<file path="src/rtl/rrv2rvh_ruby_ld_sched_if.sv">
// Tester-port / L1D load-pipe signal bundle for the Ruby load scheduler.
// The slave modport is the scheduler's view; master is the harness/driver view.
interface rrv2rvh_ruby_ld_sched_if #(
  parameter int PORT_NUM = 2,
  parameter int TAG_NUM  = 8,
  parameter int PADDR_W  = 56,
  parameter int OFFSET_W = 6
);
  localparam int TAG_W  = $clog2(TAG_NUM);
  localparam int MASK_W = 2 ** OFFSET_W;

  logic [PORT_NUM-1:0]              ruby_req_vld_i;
  logic [PORT_NUM-1:0]              ruby_req_rdy_o;
  logic [PORT_NUM-1:0][PADDR_W-1:0] ruby_req_paddr_i;
  logic [PORT_NUM-1:0][1:0]         ruby_req_size_i;
  logic [PORT_NUM-1:0]              ruby_req_unsigned_i;

  logic                             l1d_req_vld_o;
  logic                             l1d_req_rdy_i;
  logic [PADDR_W-1:0]               l1d_req_paddr_o;
  logic [MASK_W-1:0]                l1d_req_mask_o;
  logic [TAG_W-1:0]                 l1d_req_tag_o;

  logic                             l1d_resp_vld_i;
  logic [TAG_W-1:0]                 l1d_resp_tag_i;
  logic [63:0]                      l1d_resp_data_i;

  logic [PORT_NUM-1:0]              ruby_resp_vld_o;
  logic [63:0]                      ruby_resp_data_o;
  logic                             err_o;

  modport slave (
    input  ruby_req_vld_i, ruby_req_paddr_i, ruby_req_size_i, ruby_req_unsigned_i,
    output ruby_req_rdy_o,
    output l1d_req_vld_o, l1d_req_paddr_o, l1d_req_mask_o, l1d_req_tag_o,
    input  l1d_req_rdy_i,
    input  l1d_resp_vld_i, l1d_resp_tag_i, l1d_resp_data_i,
    output ruby_resp_vld_o, ruby_resp_data_o, err_o
  );

  modport master (
    output ruby_req_vld_i, ruby_req_paddr_i, ruby_req_size_i, ruby_req_unsigned_i,
    input  ruby_req_rdy_o,
    input  l1d_req_vld_o, l1d_req_paddr_o, l1d_req_mask_o, l1d_req_tag_o,
    output l1d_req_rdy_i,
    output l1d_resp_vld_i, l1d_resp_tag_i, l1d_resp_data_i,
    input  ruby_resp_vld_o, ruby_resp_data_o, err_o
  );
endinterface

</file>
<file path="src/rtl/rrv2rvh_ruby_ld_sched.sv">
// Round-robin load scheduler: tester ports -> tagged line-aligned L1D requests,
// with an outstanding-load table that routes and extends returning data.
module rrv2rvh_ruby_ld_sched #(
  parameter int PORT_NUM = 2,
  parameter int TAG_NUM  = 8,
  parameter int PADDR_W  = 56,
  parameter int OFFSET_W = 6
) (
  input logic                    clk,
  input logic                    rst_n,
  rrv2rvh_ruby_ld_sched_if.slave bus
);
  localparam int TAG_W  = $clog2(TAG_NUM);
  localparam int MASK_W = 2 ** OFFSET_W;
  localparam int PTR_W  = (PORT_NUM > 1) ? $clog2(PORT_NUM) : 1;

  // outstanding-load table
  logic [TAG_NUM-1:0] ent_vld_reg;
  logic [PTR_W-1:0]   ent_port_reg [TAG_NUM];
  logic [2:0]         ent_off_reg  [TAG_NUM];
  logic [1:0]         ent_size_reg [TAG_NUM];
  logic               ent_uns_reg  [TAG_NUM];
  logic [TAG_NUM-1:0] ent_set;
  logic [TAG_NUM-1:0] ent_clr;

  // output register
  logic               oreg_vld_reg;
  logic [PADDR_W-1:0] oreg_paddr_reg;
  logic [MASK_W-1:0]  oreg_mask_reg;
  logic [TAG_W-1:0]   oreg_tag_reg;

  logic [PTR_W-1:0]    rr_ptr_reg;
  logic [PORT_NUM-1:0] resp_vld_reg;
  logic [63:0]         resp_data_reg;
  logic                err_reg;

  logic               free_found;
  logic [TAG_W-1:0]   free_idx;
  logic               any_req;
  logic [PTR_W-1:0]   win_idx;
  logic               can_load;
  logic               grant;
  logic [PADDR_W-1:0] win_paddr;
  logic [1:0]         win_size;
  logic               win_uns;
  logic [MASK_W-1:0]  win_ones;
  logic [MASK_W-1:0]  win_mask;
  logic               win_misalign;

  logic [TAG_W-1:0]    resp_tag;
  logic                resp_hit;
  logic                resp_miss;
  logic [PTR_W-1:0]    r_port;
  logic [2:0]          r_off;
  logic [1:0]          r_size;
  logic                r_uns;
  logic [63:0]         resp_shift;
  logic [63:0]         resp_ext;

  // lowest-index free entry, judged on registered state so a tag freed this
  // cycle is only reallocated next cycle
  always_comb begin
    free_found = 1'b0;
    free_idx   = '0;
    for (int i = TAG_NUM - 1; i >= 0; i--) begin
      if (!ent_vld_reg[i]) begin
        free_found = 1'b1;
        free_idx   = TAG_W'(i);
      end
    end
  end

  always_comb begin
    int idx;
    idx     = 0;
    any_req = 1'b0;
    win_idx = '0;
    for (int k = PORT_NUM - 1; k >= 0; k--) begin
      idx = int'(rr_ptr_reg) + k;
      if (idx >= PORT_NUM) idx = idx - PORT_NUM;
      if (bus.ruby_req_vld_i[idx]) begin
        any_req = 1'b1;
        win_idx = PTR_W'(idx);
      end
    end
  end

  assign can_load  = !oreg_vld_reg || bus.l1d_req_rdy_i;
  // gated by rst_n so ready stays low while reset is held
  assign grant     = rst_n && can_load && free_found && any_req;
  assign win_paddr = bus.ruby_req_paddr_i[win_idx];
  assign win_size  = bus.ruby_req_size_i[win_idx];
  assign win_uns   = bus.ruby_req_unsigned_i[win_idx];

  generate
    for (genvar gi = 0; gi < PORT_NUM; gi++) begin : g_rdy
      assign bus.ruby_req_rdy_o[gi] = grant && (win_idx == PTR_W'(gi));
    end
  endgenerate

  always_comb begin
    win_ones     = '0;
    win_misalign = 1'b0;
    case (win_size)
      2'd0: win_ones = MASK_W'(8'h01);
      2'd1: begin
        win_ones     = MASK_W'(8'h03);
        win_misalign = win_paddr[0];
      end
      2'd2: begin
        win_ones     = MASK_W'(8'h0F);
        win_misalign = |win_paddr[1:0];
      end
      default: begin
        win_ones     = MASK_W'(8'hFF);
        win_misalign = |win_paddr[2:0];
      end
    endcase
  end

  assign win_mask = win_ones << win_paddr[OFFSET_W-1:0];

  assign resp_tag  = bus.l1d_resp_tag_i;
  assign resp_hit  = bus.l1d_resp_vld_i && ent_vld_reg[resp_tag];
  assign resp_miss = bus.l1d_resp_vld_i && !ent_vld_reg[resp_tag];
  assign r_port    = ent_port_reg[resp_tag];
  assign r_off     = ent_off_reg[resp_tag];
  assign r_size    = ent_size_reg[resp_tag];
  assign r_uns     = ent_uns_reg[resp_tag];

  always_comb begin
    resp_shift = bus.l1d_resp_data_i >> {r_off, 3'b000};
    case (r_size)
      2'd0:    resp_ext = r_uns ? {56'd0, resp_shift[7:0]}  : {{56{resp_shift[7]}},  resp_shift[7:0]};
      2'd1:    resp_ext = r_uns ? {48'd0, resp_shift[15:0]} : {{48{resp_shift[15]}}, resp_shift[15:0]};
      2'd2:    resp_ext = r_uns ? {32'd0, resp_shift[31:0]} : {{32{resp_shift[31]}}, resp_shift[31:0]};
      default: resp_ext = resp_shift;
    endcase
  end

  generate
    for (genvar gi = 0; gi < TAG_NUM; gi++) begin : g_ent
      assign ent_set[gi] = grant && (free_idx == TAG_W'(gi));
      assign ent_clr[gi] = resp_hit && (resp_tag == TAG_W'(gi));
    end
  endgenerate

  // the allocated entry is always free and the responding one always valid,
  // so set and clear never target the same entry
  always_ff @(posedge clk or negedge rst_n) begin
    if (!rst_n) begin
      ent_vld_reg <= '0;
      for (int i = 0; i < TAG_NUM; i++) begin
        ent_port_reg[i] <= '0;
        ent_off_reg[i]  <= '0;
        ent_size_reg[i] <= '0;
        ent_uns_reg[i]  <= 1'b0;
      end
    end else begin
      for (int i = 0; i < TAG_NUM; i++) begin
        if (ent_set[i]) begin
          ent_vld_reg[i]  <= 1'b1;
          ent_port_reg[i] <= win_idx;
          ent_off_reg[i]  <= win_paddr[2:0];
          ent_size_reg[i] <= win_size;
          ent_uns_reg[i]  <= win_uns;
        end else if (ent_clr[i]) begin
          ent_vld_reg[i]  <= 1'b0;
        end
      end
    end
  end

  always_ff @(posedge clk or negedge rst_n) begin
    if (!rst_n) begin
      oreg_vld_reg   <= 1'b0;
      oreg_paddr_reg <= '0;
      oreg_mask_reg  <= '0;
      oreg_tag_reg   <= '0;
      rr_ptr_reg     <= '0;
    end else if (grant) begin
      oreg_vld_reg   <= 1'b1;
      oreg_paddr_reg <= {win_paddr[PADDR_W-1:OFFSET_W], {OFFSET_W{1'b0}}};
      oreg_mask_reg  <= win_mask;
      oreg_tag_reg   <= free_idx;
      rr_ptr_reg     <= (win_idx == PTR_W'(PORT_NUM - 1)) ? '0 : win_idx + 1'b1;
    end else if (bus.l1d_req_rdy_i) begin
      oreg_vld_reg   <= 1'b0;
    end
  end

  always_ff @(posedge clk or negedge rst_n) begin
    if (!rst_n) begin
      resp_vld_reg  <= '0;
      resp_data_reg <= '0;
      err_reg       <= 1'b0;
    end else begin
      resp_vld_reg <= resp_hit ? (PORT_NUM'(1) << r_port) : '0;
      if (resp_hit) resp_data_reg <= resp_ext;
      err_reg <= err_reg || (grant && win_misalign) || resp_miss;
    end
  end

  assign bus.l1d_req_vld_o    = oreg_vld_reg;
  assign bus.l1d_req_paddr_o  = oreg_paddr_reg;
  assign bus.l1d_req_mask_o   = oreg_mask_reg;
  assign bus.l1d_req_tag_o    = oreg_tag_reg;
  assign bus.ruby_resp_vld_o  = resp_vld_reg;
  assign bus.ruby_resp_data_o = resp_data_reg;
  assign bus.err_o            = err_reg;
endmodule
</file>
<file path="src/flat_wrapper.sv">
// flat-port wrapper written by rule: the top's interface ports become plain ports
module rrv2rvh_ruby_ld_sched_flat 
#(
  parameter int PORT_NUM = 2,
  parameter int TAG_NUM  = 8,
  parameter int PADDR_W  = 56,
  parameter int OFFSET_W = 6
)
  (clk, rst_n, bus_ruby_req_vld_i, bus_ruby_req_paddr_i, bus_ruby_req_size_i, bus_ruby_req_unsigned_i, bus_ruby_req_rdy_o, bus_l1d_req_vld_o, bus_l1d_req_paddr_o, bus_l1d_req_mask_o, bus_l1d_req_tag_o, bus_l1d_req_rdy_i, bus_l1d_resp_vld_i, bus_l1d_resp_tag_i, bus_l1d_resp_data_i, bus_ruby_resp_vld_o, bus_ruby_resp_data_o, bus_err_o);
  rrv2rvh_ruby_ld_sched_if #(.PORT_NUM(PORT_NUM), .TAG_NUM(TAG_NUM), .PADDR_W(PADDR_W), .OFFSET_W(OFFSET_W)) bus_i ();
  input logic clk;
  input logic rst_n;
  input wire logic [$bits(bus_i.ruby_req_vld_i)-1:0] bus_ruby_req_vld_i;
  input wire logic [$bits(bus_i.ruby_req_paddr_i)-1:0] bus_ruby_req_paddr_i;
  input wire logic [$bits(bus_i.ruby_req_size_i)-1:0] bus_ruby_req_size_i;
  input wire logic [$bits(bus_i.ruby_req_unsigned_i)-1:0] bus_ruby_req_unsigned_i;
  output wire logic [$bits(bus_i.ruby_req_rdy_o)-1:0] bus_ruby_req_rdy_o;
  output wire logic [$bits(bus_i.l1d_req_vld_o)-1:0] bus_l1d_req_vld_o;
  output wire logic [$bits(bus_i.l1d_req_paddr_o)-1:0] bus_l1d_req_paddr_o;
  output wire logic [$bits(bus_i.l1d_req_mask_o)-1:0] bus_l1d_req_mask_o;
  output wire logic [$bits(bus_i.l1d_req_tag_o)-1:0] bus_l1d_req_tag_o;
  input wire logic [$bits(bus_i.l1d_req_rdy_i)-1:0] bus_l1d_req_rdy_i;
  input wire logic [$bits(bus_i.l1d_resp_vld_i)-1:0] bus_l1d_resp_vld_i;
  input wire logic [$bits(bus_i.l1d_resp_tag_i)-1:0] bus_l1d_resp_tag_i;
  input wire logic [$bits(bus_i.l1d_resp_data_i)-1:0] bus_l1d_resp_data_i;
  output wire logic [$bits(bus_i.ruby_resp_vld_o)-1:0] bus_ruby_resp_vld_o;
  output wire logic [$bits(bus_i.ruby_resp_data_o)-1:0] bus_ruby_resp_data_o;
  output wire logic [$bits(bus_i.err_o)-1:0] bus_err_o;
  assign bus_i.ruby_req_vld_i = bus_ruby_req_vld_i;
  assign bus_i.ruby_req_paddr_i = bus_ruby_req_paddr_i;
  assign bus_i.ruby_req_size_i = bus_ruby_req_size_i;
  assign bus_i.ruby_req_unsigned_i = bus_ruby_req_unsigned_i;
  assign bus_ruby_req_rdy_o = bus_i.ruby_req_rdy_o;
  assign bus_l1d_req_vld_o = bus_i.l1d_req_vld_o;
  assign bus_l1d_req_paddr_o = bus_i.l1d_req_paddr_o;
  assign bus_l1d_req_mask_o = bus_i.l1d_req_mask_o;
  assign bus_l1d_req_tag_o = bus_i.l1d_req_tag_o;
  assign bus_i.l1d_req_rdy_i = bus_l1d_req_rdy_i;
  assign bus_i.l1d_resp_vld_i = bus_l1d_resp_vld_i;
  assign bus_i.l1d_resp_tag_i = bus_l1d_resp_tag_i;
  assign bus_i.l1d_resp_data_i = bus_l1d_resp_data_i;
  assign bus_ruby_resp_vld_o = bus_i.ruby_resp_vld_o;
  assign bus_ruby_resp_data_o = bus_i.ruby_resp_data_o;
  assign bus_err_o = bus_i.err_o;
  rrv2rvh_ruby_ld_sched #(.PORT_NUM(PORT_NUM), .TAG_NUM(TAG_NUM), .PADDR_W(PADDR_W), .OFFSET_W(OFFSET_W)) u_core (.clk(clk), .rst_n(rst_n), .bus(bus_i));
endmodule
</file>
<file path="config.mk">
export PLATFORM = sky130hd
export DESIGN_NAME = rrv2rvh_ruby_ld_sched_flat
export DESIGN_NICKNAME = d
export VERILOG_FILES = /design/src/rtl/rrv2rvh_ruby_ld_sched_if.sv /design/src/rtl/rrv2rvh_ruby_ld_sched.sv /design/src/flat_wrapper.sv
export SDC_FILE = /design/constraint.sdc
export NUM_CORES = 1
export LEC_CHECK = 0
export BUFFER_PORTS_ARGS = -buffer_cell sky130_fd_sc_hd__buf_2
export CAP_MARGIN = 30
export CORE_MARGIN = 1
export CORE_UTILIZATION = 24
export DETAILED_ROUTE_END_ITERATION = 6
export GPL_ROUTABILITY_DRIVEN = 0
export PLACE_DENSITY = 0.53
export SYNTH_ARGS = -nofsm -noshare
export SYNTH_HDL_FRONTEND = slang
export SYNTH_SLANG_ARGS = --single-unit
</file>
<file path="constraint.sdc">
create_clock -name clk -period 3.6 [get_ports clk]
set_input_delay 0.36 -clock clk [delete_from_list [all_inputs] [get_ports clk]]
set_output_delay 0.36 -clock clk [all_outputs]
set_load 0.03 [all_outputs]
</file>
==> results_dict.tcl <==
set metrics [dict create \
    status "complete, but fails checks" \
    violations "hold timing" \
    critPathMaxFanout 69 \
    drc 0 \
    max_freq_mhz 318 \
    cts_tree "built" \
    worstSkewPairLatency_ns 0.60 \
    whs_ns -0.0231 \
    multi_input_area_um2 5930 \
    tns_ns 0 \
    dpl.hpwl_um 35000 \
    portBuffers 377 \
    use_met1_pct 22.8 \
    grt_usage_pct 17.7 \
    wl_per_cell_um 19.8 \
    grt_pass1_wl_um 73800 \
    first_pass_iters 5 \
    ys_seq_area_share_pct 49.6 \
    h-tree-depth 1 \
    grt_pass1_vias 12300 \
    syn_to_final_growth_pct 33.7 \
    initial_core_util_pct 24.4 \
    endpoint_kind "register" \
    synth_seq_cells 250 \
    period_share_pct 87.4 \
    setup_viol 0 \
    drt_wl_total_um 48400 \
    cts_num_sinks 250 \
    worstPathRequired_ns 4.11 \
    num_vias 12100 \
    final_cell_mix "376 x buf_2, 250 x dfrtp_1, 243 x nand2_1" \
    syn_area_um2 12600 \
    clk_pin_slew_ns 0.07 \
    dieArea_um2 53500 \
    synthCells 1329 \
    worst_slew_pin_slew_ns 0.935 \
    ant_nets 0 \
    synthDistinctLibCells 61 \
    grt_most_used_layer "met2" \
    p_total_mw 13.1 \
    seq_area_um2 6260 \
    syn-mean-instance-area_um2 9.49 \
    antenna_found_initial 3 \
    synth_warnings 0 \
    final_common_cell "buf_2" \
    drt_iter0_markers 805 \
    cts_buffer_depth 3 \
    relSlewSlack_pct 37.5 \
    nets 1925 \
    hold_violations 24 \
    dp_cells 2336 \
    gr-usage-met2_pct 28.8 \
    synth_edf_count 0 \
    drive_gt1_share_pct 30.1 \
    crit_arrival_ns 3.66 \
    cellLeakagePower_nw 8.07 \
    fillers 5409 \
    vias_per_cell 4.97 \
    grt-ovfl-total 0 \
    worstSetupPathType "register to register" \
    fin_skew_ns 0.0306 \
    core_um2 51600 \
    start_kind "register" \
    rsz0062_at_grt "false" \
    cts-root-buf "clkbuf_16" \
    dieHeight_um 231 \
    fin_crit_ns 3.15 \
    grt_max_degree 127 \
    rows 83 \
    use_met3_pct 4.47 \
    reg2reg_slack_ns 0.45 \
    fin_cells 2440 \
    drv_cap 0 \
    async_flop_share_pct 100 \
    cts_buffers 31 \
    ios 384 \
    slew_violations 0 \
    vdd.ir_drop.worst_v 0.000396 \
    power_density_nw_per_um2 776 \
    synth_top_flop_cell "dfrtp_1" \
    hp-class "input pin to async pin" \
    die_w_um 231 \
]
==> cell type report <==
type / instances / area share, %
repair buffers: 469 / 16.3
inverters: 9 / 0.200
well taps: 680 / 5.04
diodes: 3 / 0.0445
clock inverters: 14 / 1.14
multi-input cells: 973 / 35.2
clock buffers: 42 / 4.96
flip-flops and latches: 250 / 37.1
==> critical path, cell delays in order (launching register included) <==
cell           delay, ns
dfrtp_1             0.38
nand2b_1            0.20
o211ai_1            0.39
a21oi_4             0.29
buf_4               0.45
buf_6               0.46
nor2_1              0.07
a31oi_1             0.17
dlygate4sd3_1       0.59
==> cells by family after synthesis <==
group | after synthesis | share of synthesized area [%]
simple gates | 461 | 14.8
compound gates | 390 | 21.1
flops | 250 | 49.6
mux | 116 | 10.5
buf+inv | 111 | 3.98
other cells | 1 | 0.0297
==> synth_stat cells, drive strengths merged, types with 3 or more instances <==
cell / instances / area (um2)
dfrtp: 250 / 6260
buf: 35 / 216
nand2b: 5 / 31.3
nand3: 15 / 75.1
a211o: 9 / 78.8
a21oi: 64 / 324
mux2i: 80 / 801
o211ai: 11 / 82.6
a221o: 17 / 170
o21ai: 86 / 430
o22ai: 24 / 150
o31ai: 5 / 37.5
nor2b: 5 / 31.3
nand2: 244 / 918
clkbuf: 67 / 251
a21o: 5 / 37.5
o22a: 33 / 289
nor3: 7 / 46.3
nand4: 3 / 18.8
and2: 10 / 62.6
nor2: 162 / 608
a221oi: 3 / 32.5
o21a: 6 / 45.0
mux4: 11 / 248
or3: 3 / 18.8
mux2: 25 / 282
a22o: 46 / 403
inv: 9 / 33.8
a31oi: 60 / 375
==> final timing paths <==
check,startpoint,endpoint,cells past startpoint
max,u_core.bus.l1d_req_vld_o,u_core.bus.l1d_req_paddr_o[21],8
min,rst_n,u_core.ent_vld_reg[7],2
max reg2reg,u_core.bus.l1d_req_vld_o,u_core.bus.l1d_req_paddr_o[21],8
min reg2reg,u_core.bus.ruby_resp_data_o[3],u_core.bus.ruby_resp_data_o[3],2
max in group asynchronous,rst_n,u_core.bus.l1d_req_paddr_o[25],3
min in group clk,bus_ruby_req_paddr_i[110],u_core.bus.l1d_req_paddr_o[54],3
==> report_power, final <==
part           switching (mW)  total (mW)  internal [mW]  leakage (nW)
sequential              0.612        4.31           3.70          3.09
clock                    1.30        3.21           1.92         0.509
combinational            3.55        5.56           2.01          4.48
==> through the flow <==
stage / hold slack, ns / area, um2 / utilization (%) / setup WS, ns
CTS: 0.000416 / 16900 / 32.7 / 0.280
floorplan: 0.0644 / 12600 / - / 0.908
detailed placement: 0.468 / 15400 / 29.8 / 0.306
global placement: 0.459 / 15400 / 29.8 / 0.364
finish: -0.0231 / 16900 / 32.7 / 0.453
global route: 0.00948 / 16900 / 32.7 / 0.125
==> layer usage <==
layer	part of all wire [%]	up-vias
met5	0.027	-
met4	3.1	2
met3	8.4	83
met2	46	531
met1	42	5932
li1	-	5572
==> what timing repair did <==
item                                   4_1_cts  5_1_grt
setup endpoints to repair                    0        5
gates resized for setup                      0        1
endpoints found under the hold margin       31        0
hold buffers                                45        0
buffers inserted                             0        0
No activity file was read; power rests on OpenSTA's default activity.
